[config.mk]
export PLATFORM = sky130hd
export DESIGN_NAME = adc_gate_capture_flat
export DESIGN_NICKNAME = d
export VERILOG_FILES = /design/src/rtl/adc_gate_capture_if.sv /design/src/rtl/adc_gate_capture.sv /design/src/flat_wrapper.sv
export SDC_FILE = /design/constraint.sdc
export NUM_CORES = 1
export LEC_CHECK = 0
export BUFFER_PORTS_ARGS = -buffer_cell sky130_fd_sc_hd__buf_2
export CAP_MARGIN = 20
export CORE_MARGIN = 2
export CORE_UTILIZATION = 62
export CTS_CLUSTER_DIAMETER = 50
export DETAILED_ROUTE_END_ITERATION = 7
export PLACE_DENSITY = 0.85
export SLEW_MARGIN = 20
export SYNTH_ARGS = -nofsm -noshare
export SYNTH_HDL_FRONTEND = slang
export SYNTH_SLANG_ARGS = --single-unit
[constraint.sdc]
create_clock -name CLK -period 5.2 [get_ports CLK]
set_clock_uncertainty 0.05 [all_clocks]
set_input_delay 0.52 -clock CLK [delete_from_list [all_inputs] [get_ports CLK]]
set_output_delay 0.52 -clock CLK [all_outputs]
set_load 0.005 [all_outputs]
[src/rtl/adc_gate_capture_if.sv]
// Storage-side write handshake for adc_gate_capture.
// The capture block drives WRITE/DOUT (master); the storage FIFO drives
// READY2WRITE (slave).
interface adc_gate_capture_if;
  logic        READY2WRITE;
  logic        WRITE;
  logic [15:0] DOUT;

  modport master (
    input  READY2WRITE,
    output WRITE,
    output DOUT
  );

  modport slave (
    output READY2WRITE,
    input  WRITE,
    input  DOUT
  );
endinterface

[src/rtl/adc_gate_capture.sv]
// adc_gate_capture: gated ADC sample capture with block averaging.
// While the gate window (DEMOD_ON) is open, ADC samples taken on RX_CLK
// rising edges are summed in blocks of 2^AVG_LOG2. Each complete block
// average goes to a one-deep pending register and is handed to storage
// through the write interface. When the gate closes, the partial block is
// dropped, the pending word is drained, and GATE_DONE pulses once.
// Optional build macro: OTR_CLAMP_EN -- clamp out-of-range samples to
// full scale (+8191 / -8192) before accumulation. When undefined, RX is
// used as-is and RX_OTR is ignored.
module adc_gate_capture #(
  parameter int AVG_LOG2 = 2,
  parameter int GATE_MAX = 64
) (
  input  logic               CLK,
  input  logic               RESET,
  input  logic               ENABLE,
  input  logic               RX_CLK,
  input  logic [13:0]        RX,
  input  logic               RX_OTR,
  input  logic               DEMOD_ON,
  adc_gate_capture_if.master wr,
  output logic               GATE_DONE,
  output logic               OVERFLOW,
  output logic [7:0]         SAMPLE_CNT
);

  localparam int         DATA_W   = 14;
  localparam int         OUT_W    = 16;
  localparam int         ACC_W    = OUT_W + AVG_LOG2;
  localparam int         BLK_N    = 1 << AVG_LOG2;
  localparam logic [7:0] CNT_MAX  = 8'(GATE_MAX);
  localparam logic [4:0] BLK_LAST = 5'(BLK_N - 1);

  typedef enum logic [1:0] {
    S_IDLE    = 2'd0,
    S_CAPTURE = 2'd1,
    S_DRAIN   = 2'd2,
    S_DONE    = 2'd3
  } state_t;

  // Block average: arithmetic shift of the block sum, truncated to output width.
  function automatic logic signed [OUT_W-1:0] f_avg(input logic signed [ACC_W-1:0] sum);
    return OUT_W'(sum >>> AVG_LOG2);
  endfunction

  state_t                    r_state;
  state_t                    w_state_nx;
  logic                      r_rxclk_d;
  logic                      r_demod_d;
  logic signed [DATA_W-1:0]  w_smp_p0;
  logic signed [DATA_W-1:0]  r_smp_p1;
  logic                      r_vld_p1;
  logic signed [ACC_W-1:0]   r_acc;
  logic [4:0]                r_blk_cnt;
  logic signed [OUT_W-1:0]   r_pend;
  logic                      r_pend_vld;
  logic                      r_ovf;
  logic [7:0]                r_cnt;

  logic                      w_strobe;
  logic                      w_rise;
  logic                      w_accept;
  logic                      w_enter;
  logic                      w_gate_done;
  logic signed [ACC_W-1:0]   w_smp_ext;
  logic signed [ACC_W-1:0]   w_sum;
  logic                      w_blk_done;
  logic                      w_write;

`ifdef OTR_CLAMP_EN
  // Out-of-range samples are pinned to the full-scale value on their own side.
  function automatic logic signed [DATA_W-1:0] f_clamp(input logic signed [DATA_W-1:0] smp,
                                                       input logic otr);
    if (!otr) return smp;
    return smp[DATA_W-1] ? 14'sh2000 : 14'sh1FFF;
  endfunction

  assign w_smp_p0 = f_clamp(RX, RX_OTR);
`else
  logic w_unused_otr;
  assign w_unused_otr = RX_OTR;
  assign w_smp_p0     = RX;
`endif

  assign w_strobe   = RX_CLK & ~r_rxclk_d;
  assign w_rise     = DEMOD_ON & ~r_demod_d;
  assign w_accept   = w_strobe && ENABLE && DEMOD_ON && (r_state == S_CAPTURE) &&
                      (r_cnt < CNT_MAX);
  assign w_smp_ext  = {{(ACC_W-DATA_W){r_smp_p1[DATA_W-1]}}, r_smp_p1};
  assign w_sum      = r_acc + w_smp_ext;
  assign w_blk_done = r_vld_p1 && (r_blk_cnt == BLK_LAST);

  // A pending word leaves only when storage is ready; reset/disable mask it at once.
  assign w_write    = r_pend_vld && wr.READY2WRITE && ENABLE && !RESET;
  assign wr.WRITE   = w_write;
  assign wr.DOUT    = w_write ? r_pend : '0;

  assign GATE_DONE  = w_gate_done && !RESET;
  assign OVERFLOW   = r_ovf;
  assign SAMPLE_CNT = r_cnt;

  // Edge-detect history for the sample clock and the gate window.
  always_ff @(posedge CLK) begin
    if (RESET) begin
      r_rxclk_d <= 1'b0;
      r_demod_d <= 1'b0;
    end else begin
      r_rxclk_d <= RX_CLK;
      r_demod_d <= DEMOD_ON;
    end
  end

  // Gate sequencer state register.
  always_ff @(posedge CLK) begin
    if (RESET) r_state <= S_IDLE;
    else       r_state <= w_state_nx;
  end

  // Gate sequencer next state; ENABLE low overrides every transition.
  always_comb begin
    w_state_nx  = r_state;
    w_gate_done = 1'b0;
    w_enter     = 1'b0;
    case (r_state)
      S_IDLE: begin
        if (w_rise) begin
          w_state_nx = S_CAPTURE;
          w_enter    = 1'b1;
        end
      end
      S_CAPTURE: begin
        if (!DEMOD_ON) w_state_nx = S_DRAIN;
      end
      S_DRAIN: begin
        // Wait for any in-flight sample and the pending word to clear.
        if (!r_pend_vld && !r_vld_p1) w_state_nx = S_DONE;
      end
      S_DONE: begin
        w_gate_done = 1'b1;
        w_state_nx  = S_IDLE;
      end
      default: w_state_nx = S_IDLE;
    endcase
    if (!ENABLE) begin
      w_state_nx  = S_IDLE;
      w_gate_done = 1'b0;
      w_enter     = 1'b0;
    end
  end

  // Stage p0 -> p1: sample register, loaded on every strobe.
  always_ff @(posedge CLK) begin
    if (w_strobe) r_smp_p1 <= w_smp_p0;
  end

  // Stage p0 -> p1: accepted-sample flag travelling with the sample.
  always_ff @(posedge CLK) begin
    if (RESET || !ENABLE) r_vld_p1 <= 1'b0;
    else                  r_vld_p1 <= w_accept;
  end

  // Stage p1: block accumulator; a completed block restarts it at zero.
  always_ff @(posedge CLK) begin
    if (RESET || !ENABLE) begin
      r_acc     <= '0;
      r_blk_cnt <= '0;
    end else if (w_enter || (r_state == S_DONE)) begin
      r_acc     <= '0;
      r_blk_cnt <= '0;
    end else if (r_vld_p1) begin
      if (w_blk_done) begin
        r_acc     <= '0;
        r_blk_cnt <= '0;
      end else begin
        r_acc     <= w_sum;
        r_blk_cnt <= r_blk_cnt + 5'd1;
      end
    end
  end

  // Stage p1 -> p2: one-deep pending word and sticky overflow on a lost word.
  always_ff @(posedge CLK) begin
    if (RESET || !ENABLE) begin
      r_pend     <= '0;
      r_pend_vld <= 1'b0;
      r_ovf      <= 1'b0;
    end else begin
      if (w_blk_done && (!r_pend_vld || w_write)) begin
        r_pend     <= f_avg(w_sum);
        r_pend_vld <= 1'b1;
      end else if (w_write) begin
        r_pend_vld <= 1'b0;
      end
      if (w_blk_done && r_pend_vld && !w_write) r_ovf <= 1'b1;
    end
  end

  // Accepted-sample count; holds after the gate until the next gate starts.
  always_ff @(posedge CLK) begin
    if (RESET)         r_cnt <= '0;
    else if (w_enter)  r_cnt <= '0;
    else if (w_accept) r_cnt <= r_cnt + 8'd1;
  end

endmodule

[src/flat_wrapper.sv]
// flat-port wrapper written by rule: the top's interface ports become plain ports
module adc_gate_capture_flat 
#(
  parameter int AVG_LOG2 = 2,
  parameter int GATE_MAX = 64
)
  (CLK, RESET, ENABLE, RX_CLK, RX, RX_OTR, DEMOD_ON, GATE_DONE, OVERFLOW, SAMPLE_CNT, wr_READY2WRITE, wr_WRITE, wr_DOUT);
  adc_gate_capture_if wr_i ();
  input  logic CLK;
  input  logic RESET;
  input  logic ENABLE;
  input  logic RX_CLK;
  input  logic [13:0] RX;
  input  logic RX_OTR;
  input  logic DEMOD_ON;
  output logic GATE_DONE;
  output logic OVERFLOW;
  output logic [7:0] SAMPLE_CNT;
  input wire logic [$bits(wr_i.READY2WRITE)-1:0] wr_READY2WRITE;
  output wire logic [$bits(wr_i.WRITE)-1:0] wr_WRITE;
  output wire logic [$bits(wr_i.DOUT)-1:0] wr_DOUT;
  assign wr_i.READY2WRITE = wr_READY2WRITE;
  assign wr_WRITE = wr_i.WRITE;
  assign wr_DOUT = wr_i.DOUT;
  adc_gate_capture #(.AVG_LOG2(AVG_LOG2), .GATE_MAX(GATE_MAX)) u_core (.CLK(CLK), .RESET(RESET), .ENABLE(ENABLE), .RX_CLK(RX_CLK), .RX(RX), .RX_OTR(RX_OTR), .DEMOD_ON(DEMOD_ON), .wr(wr_i), .GATE_DONE(GATE_DONE), .OVERFLOW(OVERFLOW), .SAMPLE_CNT(SAMPLE_CNT));
endmodule
==> impl_metrics.ini, run 1 <==
[run_status]
status = completed

[placement]
hpwl_mm = 5.17
postPlaceCellArea_sq_mm = 0.00373
place.gp.congestion = 0.913
portBuffers = 46

[route]
vias_per_cell = 5.67
final_antenna_net_count = 0
first_pass_iters = 4
drc_errors = 0
drtIter0Drc = 106
vias = 2845
wl_per_cell_um = 14.2
wirelength_mm = 7.11

[worst_setup_path]
worstPathRequired_ns = 5.44
slowest_stage = dfxtp_1
path_buf_inv = 0
end_kind = register
crit_chain = nand2_1 -> or4_1 -> a21o_1 -> or4_1 -> nand3_1
crit_type = register to register
cp_max_fo = 25
r2r_slack_ns = 2.43
cp-start-kind = register
critPathMaxStageDelay_ns = 0.79
critPathTopFamily = simple AND/OR/NAND/NOR gates
crit_top_cell = or4_1
cp.arrival_ns = 3.01

[yosys]
postSynthCellCount = 382
ys_async_sr_fraction = 0
synth-edff-count = 14
syn_area_sq_mm = 0.00346
synth_ff_type = dfxtp_1
ys_ff_latch = 68
syn_nets = 428
yosysWarnings = 0
avgSynthCellArea_sq_um = 9.07
ys_seq_area_frac = 0.434
ys_types = 45

[timing]
finalHoldViolations = 0
fin_crit_sh = 0.532
setup_viol = 0
slew_viol_final = 0
period_minus_slack_ns = 2.77
final.setup.tns_ns = 0
fmax_ghz = 0.361
worst_pin_slew_ns = 0.827
rsz0062_at_grt = no
slew_headroom = 0.446

[die]
die_h_um = 78.7
placementRows = 27
die_area_sq_mm = 0.00620
die-width_um = 78.7
io-pin-count = 48
start_util = 0.637
core_area_sq_mm = 0.00544

[global_routing]
grt-ovfl-total = 0
grt_pass1_wl_mm = 11.7
grt_start_max_net_pins = 26
grt_pass1_vias = 2630
track_usage = 0.243
antenna_found_initial = 0

[clocking]
htreeDepth = 3
ctsHoldBuffers = 0
cts_buffer_depth = 2
cts_setup_buffers = 0
clockRootBuffer = clkbuf_8
cts.repair.resized = 0
clk_latency_ns = 0.35
clkTransAtPathRegs_ns = 0.08
cts.sinks = 68
cts_tree = yes
cts_buffers = 9

[layout]
nets = 471
antenna_cells = 0
drive_gt1_frac = 0.163
syn2layout_area_growth_pct = 12.8
fin_area_sq_mm = 0.00391
fillCellCount = 445
fin_util = 0.718

[power]
p_per_area_mw_per_mm2 = 255
pwr-share-clk = 0.388
p_int_uw = 744
pwr-share-seq = 0.552
leakage_nw = 1.67
ir_drop_mv = 0.174
p_sw_frac = 0.254
comb_power_share = 0.061
switchingPower_uw = 254

[hold_path]
hold_path.class = primary input to register

[run]
maxCapViolations = 0
==> per-layer routing <==
metal | track usage | vias to the layer above | share of wire
li1 | - | 1437 | -
met1 | 0.296 | 1331 | 0.45
met2 | 0.403 | 58 | 0.48
met3 | 0.0432 | 19 | 0.039
met4 | 0.140 | 0 | 0.031
met5 | 0 | - | 0
==> power groups by stage <==
| stage | registers, mW | logic (mW) | clock network [mW] |
|---|---|---|---|
| 5_1_grt | 0.551 | 0.0672 | 0.418 |
| 2_1_floorplan | 0.562 | 0.0408 | 0 |
| 3_3_place_gp | 0.563 | 0.0579 | 0 |
| 6_report | 0.551 | 0.0605 | 0.387 |
| 3_5_place_dp | 0.563 | 0.0599 | 0 |
| 4_1_cts | 0.551 | 0.0603 | 0.394 |
==> worst paths after layout <==
path	startpoint	to	cells after the start
hold / removal	RX[2]	u_core.r_smp_p1[2]$_DFFE_PP_	1
hold reg to reg	u_core.r_pend[7]$_SDFFE_PP0P_	u_core.r_pend[7]$_SDFFE_PP0P_	2
setup reg to reg	u_core.r_vld_p1$_SDFF_PP0_	u_core.r_pend[5]$_SDFFE_PP0P_	5
setup / recovery	u_core.r_vld_p1$_SDFF_PP0_	u_core.r_pend[5]$_SDFFE_PP0P_	5
==> layout make-up <==
class                   instances  area [sq um]  area share
clock buffers                   9           124      0.0317
clock inverters                 7          48.8      0.0125
inverters                      10          37.5     0.00961
multi-input cells             288          1860       0.476
flip-flops and latches         68          1500       0.384
well taps                      72          90.1      0.0231
repair buffers                 48           245      0.0628
==> cells in the final DEF (no fill, tap or decap), drive strengths merged, types with 2 or more instances in the layout <==
cell type / n
a211oi: 5
a21o: 7
a21oi: 36
a22o: 5
a31o: 2
a31oi: 3
and2: 18
and3: 4
buf: 48
clkbuf: 9
clkinv: 4
dfxtp: 54
edfxtp: 14
ha: 24
inv: 13
mux2i: 2
nand2: 42
nand2b: 14
nand3: 18
nand3b: 2
nand4: 7
nor2: 26
nor2b: 5
nor3: 4
o2111ai: 2
o21a: 2
o21ai: 19
or3: 3
or4: 2
xnor2: 11
xor2: 11
==> registers in the layout (all words and copies together) (netlist names), 2 cells and up <==
name and flops:
u_core.r_acc 18, u_core.r_smp_p1 14, u_core.r_blk_cnt 5, u_core.SAMPLE_CNT 8
u_core.r_state 2, u_core.r_pend 16
==> worst reg2reg max path, stage by stage, from the launching register on <==
cell	delay (ns)
dfxtp_1	0.79
nand2_1	0.16
or4_1	0.72
a21o_1	0.41
or4_1	0.51
nand3_1	0.07
==> cells in the mapped netlist (3+ instances only) <==
cell / instances / area share
a22o_1: 5 / 0.013
a21oi_1: 36 / 0.052
inv_1: 10 / 0.011
a31oi_1: 3 / 0.0054
edfxtp_1: 14 / 0.12
nand4_1: 7 / 0.013
nor2b_1: 5 / 0.0090
clkbuf_1: 12 / 0.013
nand3_1: 18 / 0.026
o21ai_0: 15 / 0.022
ha_1: 24 / 0.087
nand2_1: 42 / 0.046
and2_1: 18 / 0.033
nand2b_1: 14 / 0.025
and3_1: 4 / 0.0072
or3_1: 3 / 0.0054
dfxtp_1: 54 / 0.31
nor3_1: 4 / 0.0058
o21ai_1: 4 / 0.0058
a21o_1: 7 / 0.015
xor2_1: 11 / 0.028
nor2_1: 26 / 0.028
a211oi_1: 5 / 0.011
xnor2_1: 11 / 0.028
buf_2: 4 / 0.0058
==> metrics by stage <==
step	hold slack [ns]	instances	worst slack, ns	total power, mW
finish	0.290	502	2.43	0.998
global route	0.285	502	2.27	1.04
CTS	0.279	502	2.47	1.00
detailed placement	0.394	486	2.33	0.623
global placement	0.388	486	2.38	0.620
floorplan	0.382	382	2.65	0.602
==> cell families (layout without fill, tap and decap cells) <==
| logic type | after synthesis | count (layout) | share of synthesized area |
|---|---|---|---|
| buffers and inverters | 26 | 74 | 0.0296 |
| adders and majority gates | 25 | 25 | 0.0925 |
| muxes | 2 | 2 | 0.00578 |
| AOI/OAI and AO/OA | 87 | 87 | 0.154 |
| DFF | 68 | 68 | 0.434 |
| and+or+nand+nor | 151 | 151 | 0.223 |
| xor gates and xnor gates | 23 | 23 | 0.0621 |
(Power assumes the default switching activity.)
==> inputs of run 2 (changes only) <==
CORE_UTILIZATION = 52   (was 62)
PLACE_DENSITY = 0.76   (was 0.85)
clock period = 2.25 ns   (was 5.2 ns; I/O delays follow)
==> run 2 against run 1 <==
  * The flow now finishes with violations (setup timing)
  * First-iteration DRC count increased by 48%
  * Clock power rose by 140%
  * Global-route usage rose by 0.24 points
  * Worst setup slack got worse by 2.6 ns
  * Final area rose by 16%
  * Critical path depth rose by 6
  * Die area is 18% higher
  * Clock-buffer cell count up 1
  * Power up 140%
  * Register-to-register slack got worse by 2.6 ns
  * Flip-flop and latch count is the same
  * Largest power group unchanged
==> impl_metrics.ini, run 2 (same netlist as run 1, synthesis figures left out) <==
[route]
vias_per_cell = 5.64
first_pass_iters = 5
wl_per_cell_um = 15.4
wirelength_mm = 8.62
drtIter0Drc = 157
final_antenna_net_count = 0
vias = 3158
drc_errors = 0

[timing]
fin_crit_sh = 1.05
slew_viol_final = 0
slew_headroom = 0.737
period_minus_slack_ns = 2.37
holdWs_ns = 0.0519
fmax_ghz = 0.422
finalHoldViolations = 0
worst_pin_slew_ns = 0.394
setup_viol = 6
setup_slack_ns = -0.120
rsz0062_at_grt = yes

[worst_setup_path]
worstPathRequired_ns = 2.43
reg2regPathDepth = 11
cp_max_fo = 2
startpoint = u_core.r_acc[1]$_SDFFE_PP0P_
cp.arrival_ns = 2.55
cp-start-kind = register
crit_type = register to register
reg2reg_to = u_core.r_pend[14]$_SDFFE_PP0P_
r2r_slack_ns = -0.12
rr_startpoint = u_core.r_acc[1]$_SDFFE_PP0P_
end_kind = register

[run]
maxCapViolations = 0

[global_routing]
track_usage = 0.245
grt_start_max_net_pins = 25
antenna_found_initial = 0
grt_pass1_wl_mm = 14.1
grt-ovfl-total = 0
grt_pass1_vias = 3136

[hold_path]
hold_end = u_core.r_rxclk_d$_SDFF_PP0_
hold_path.class = primary input to register
hold_path_depth = 2
hp-start = RX_CLK

[layout]
antenna_cells = 0
mostFrequentLayoutCells = dfxtp_1, buf_2, nand2_1
syn2layout_area_growth_pct = 31.3
final_common_cell = dfxtp_1
nets = 524
reg_top3 = u_core.r_acc: 18 flops, u_core.r_pend: 16 flops, u_core.r_smp_p1: 14 flops
drive_gt1_frac = 0.286
largest_register_ffs = 18
fin_util = 0.712
final_cells = 560
regMostFlops = u_core.r_acc

[placement]
place.gp.congestion = 0.896
placedCellCount = 525
portBuffers = 46
hpwl_mm = 5.75

[clocking]
cts_buffer_depth = 2
clkTransAtPathRegs_ns = 0.07
htreeDepth = 3
clockRootBuffer = clkbuf_8
cts_buffers = 9
cts.sinks = 68
clk_latency_ns = 0.35
cts_tree = yes

[die]
placementRows = 29
die-width_um = 85.6
core_area_sq_mm = 0.00639
die_area_sq_mm = 0.00733
die_h_um = 85.6
start_util = 0.542
io-pin-count = 48

[run_status]
violations = setup timing
status = complete, but fails checks

[power]
p_per_area_mw_per_mm2 = 533
ir_drop_mv = 0.444
leakage_nw = 1.95
## run 2: metrics by stage
step | setup WS (ns) | cell area (sq um) | power [mW] | setup TNS, ns
after floorplan | 0.0601 | 3470 | 1.39 | 0
after global placement | -0.0950 | 4000 | 1.46 | -0.432
after detailed placement | -0.152 | 4000 | 1.47 | -0.955
after CTS | -0.125 | 4470 | 2.43 | -0.176
after global routing | -0.168 | 4550 | 2.51 | -0.999
final | -0.120 | 4550 | 2.42 | -0.408
## run 2: worst max-delay path: stages (launching register included)
cell and delay [ns]:
dfxtp_2 0.35, buf_4 0.10, inv_1 0.05, fa_2 0.42, nor2b_4 0.15, o2111ai_2 0.14
a311oi_1 0.31, buf_4 0.18, nor3_2 0.06, a21oi_2 0.20, xnor2_2 0.15, a21oi_1 0.09
## run 2: worst max-delay path by stage
stage / end / slack [ns] / cells after the start
6_report: u_core.r_pend[14]$_SDFFE_PP0P_ / -0.12 / 11
2_1_floorplan: u_core.r_acc[16]$_SDFFE_PP0P_ / 0.06 / 10
5_1_grt: u_core.r_pend[14]$_SDFFE_PP0P_ / -0.17 / 11
3_3_place_gp: u_core.r_acc[16]$_SDFFE_PP0P_ / -0.1 / 11
4_1_cts: u_core.r_acc[17]$_SDFFE_PP0P_ / -0.13 / 8
3_5_place_dp: u_core.r_acc[16]$_SDFFE_PP0P_ / -0.15 / 11
## run 2: repair_timing
action	CTS	global route
hold endpoints to repair	14	0
hold buffers	14	0
setup buffers	3	2
pin swaps	15	19
setup endpoints to repair	12	17
gates resized for setup	20	15
## run 2: layout make-up
cell class                      count  area (sq um)
Multi-Input combinational cell    288          2040
Tap cell                           77          96.3
Sequential cell                    68          1500
Fill cell                         491          1840
Inverter                           10          37.5
Clock inverter                      6          36.3
Timing Repair Buffer              101           682
Clock buffer                       10           149
## run 2: routing by layer
layer / share of wire / track usage / vias to the layer above
met5: 0 / 0 / -
met4: 0.036 / 0.108 / 0
met3: 0.053 / 0.0664 / 30
met2: 0.49 / 0.420 / 114
met1: 0.42 / 0.288 / 1473
li1: - / - / 1541
## run 2: power by group
part           switching [mW]  internal (mW)
clock                   0.484          0.461
combinational           0.106         0.0982
sequential             0.0108           1.26
==> inputs of run 3 (changes only) <==
CORE_ASPECT_RATIO = 0.5   (was default)
==> run 3 against run 2 <==
  * The run still ends with setup timing left
  * Clock-buffer cell count increased by 1
  * Highest routed layer unchanged
  * Via count decreased by 3.6%
  * Clock power increased by 38%
  * Die area increased by 0.54%
  * Flip-flop and latch count unchanged
  * Critical endpoint is now u_core.r_acc[16]$_SDFFE_PP0P_
  * Utilization increased by 0.56 points
  * Worst hold slack got worse by 0.038 ns
==> impl_metrics.ini, run 3 (same netlist as run 1, synthesis figures left out) <==
[die]
start_util = 0.554
die_area_sq_mm = 0.00737
die-width_um = 119
io-pin-count = 48
placementRows = 20
die_h_um = 61.7
core_area_sq_mm = 0.00626

[worst_setup_path]
worstPathRequired_ns = 2.41
path_buf_inv = 2
slowest_stage = fa_2
cp_max_fo = 2
crit_type = register to register
cp.arrival_ns = 2.53
end_kind = register
crit_chain = ha_2 -> inv_2 -> fa_2 -> nor2b_4 -> o2111ai_4 -> a311oi_2 -> buf_4 -> nor3_2 -> a21oi_1 -> xnor2_1 -> o21ai_1
cp-start-kind = register
critPathMaxStageDelay_ns = 0.37
critPathTopFamily = compound AO/OA/AOI/OAI gates

[clocking]
clockRootBuffer = clkbuf_16
htreeDepth = 3
cts_tree = yes
cts.sinks = 68
cts_buffer_depth = 2
ctsHoldBuffers = 0
clk_latency_ns = 0.33
cts_buffers = 9
clkTransAtPathRegs_ns = 0.05

[power]
p_per_area_mw_per_mm2 = 614
power_mw = 2.76
ir_drop_mv = 0.614
leakage_nw = 1.93

[layout]
largest_register_ffs = 18
syn2layout_area_growth_pct = 29.7
fillCellCount = 469
final_common_cell = dfxtp_1
antenna_cells = 0
fin_util = 0.718
reg_top3 = u_core.r_acc: 18 flops, u_core.r_pend: 16 flops, u_core.r_smp_p1: 14 flops
drive_gt1_frac = 0.281
final_cells = 558
mostFrequentLayoutCells = dfxtp_1, buf_2, nand2_1, buf_4, a21oi_1
regMostFlops = u_core.r_acc
nets = 511

[global_routing]
track_usage = 0.239
grt_start_max_net_pins = 25
antenna_found_initial = 0
grt_pass1_vias = 2953
grt_pass1_wl_mm = 13.4
grt-ovfl-total = 0

[hold_path]
hold_path.class = primary input to register

[timing]
setup_viol = 7
slew_headroom = 0.705
rsz0062_at_grt = yes
slew_viol_final = 0
worst_pin_slew_ns = 0.442
setup_slack_ns = -0.115
fmax_ghz = 0.423
period_minus_slack_ns = 2.36
final.setup.tns_ns = -0.486
finalHoldViolations = 0
fin_crit_sh = 1.05

[route]
final_antenna_net_count = 0
vias = 3045
drc_errors = 0
wirelength_mm = 8.23
wl_per_cell_um = 14.7
first_pass_iters = 4
drtIter0Drc = 202
vias_per_cell = 5.46

[run]
maxCapViolations = 0

[run_status]
violations = setup timing
status = complete, but fails checks

[placement]
placedCellCount = 535
place.gp.congestion = 0.879
portBuffers = 46
hpwl_mm = 6.04
==> run 3: report_power, final <==
group | total [mW] | internal (mW) | switching, mW
logic | 0.181 | 0.0799 | 0.101
clock network | 1.30 | 0.800 | 0.502
registers | 1.28 | 1.27 | 0.0102
==> run 3: metrics by stage <==
stage	hold WS, ns	instance area (sq um)	worst slack [ns]
floorplan	0.247	3470	0.0601
global placement	0.351	4000	-0.219
detailed placement	0.353	4000	-0.363
CTS	0.00408	4410	-0.0977
global route	0.00199	4490	-0.209
finish	0.0137	4490	-0.115
==> run 3: metal layers <==
metal / routed length, um / part of all wire / vias to the layer above / global-route usage
met2: 4080 / 0.50 / 59 / 0.438
met4: 82 / 0.010 / 0 / 0.0891
met3: 350 / 0.043 / 11 / 0.0776
li1: - / - / 1516 / -
met1: 3710 / 0.45 / 1459 / 0.274
met5: 0 / 0 / - / 0
==> run 3: worst paths after layout <==
kind                                         to  slack (ns)                          start  cells after the start
hold reg to reg   u_core.r_pend[8]$_SDFFE_PP0P_        0.40  u_core.r_pend[8]$_SDFFE_PP0P_                      2
setup / recovery  u_core.r_acc[16]$_SDFFE_PP0P_       -0.11   u_core.r_smp_p1[0]$_DFFE_PP_                     11
hold / removal     u_core.r_smp_p1[6]$_DFFE_PP_        0.01                          RX[6]                      1
setup reg to reg  u_core.r_acc[16]$_SDFFE_PP0P_       -0.11   u_core.r_smp_p1[0]$_DFFE_PP_                     11
==> run 3: what timing repair did <==
action                                  in CTS  in global routing
endpoints found under the hold margin        0                  0
endpoints found under the setup margin      11                 18
pin swaps                                   12                  6
setup buffers                                5                  2
gates resized for setup                     18                 13
==> run 3: final cells by class <==
type | count | area [sq um] | area share
well taps | 88 | 110 | 0.0245
flip-flops and latches | 68 | 1500 | 0.335
multi-input cells | 288 | 2010 | 0.448
clock buffers | 11 | 254 | 0.0566
repair buffers | 88 | 549 | 0.122
clock inverters | 5 | 25.0 | 0.00557
inverters | 10 | 37.5 | 0.00836
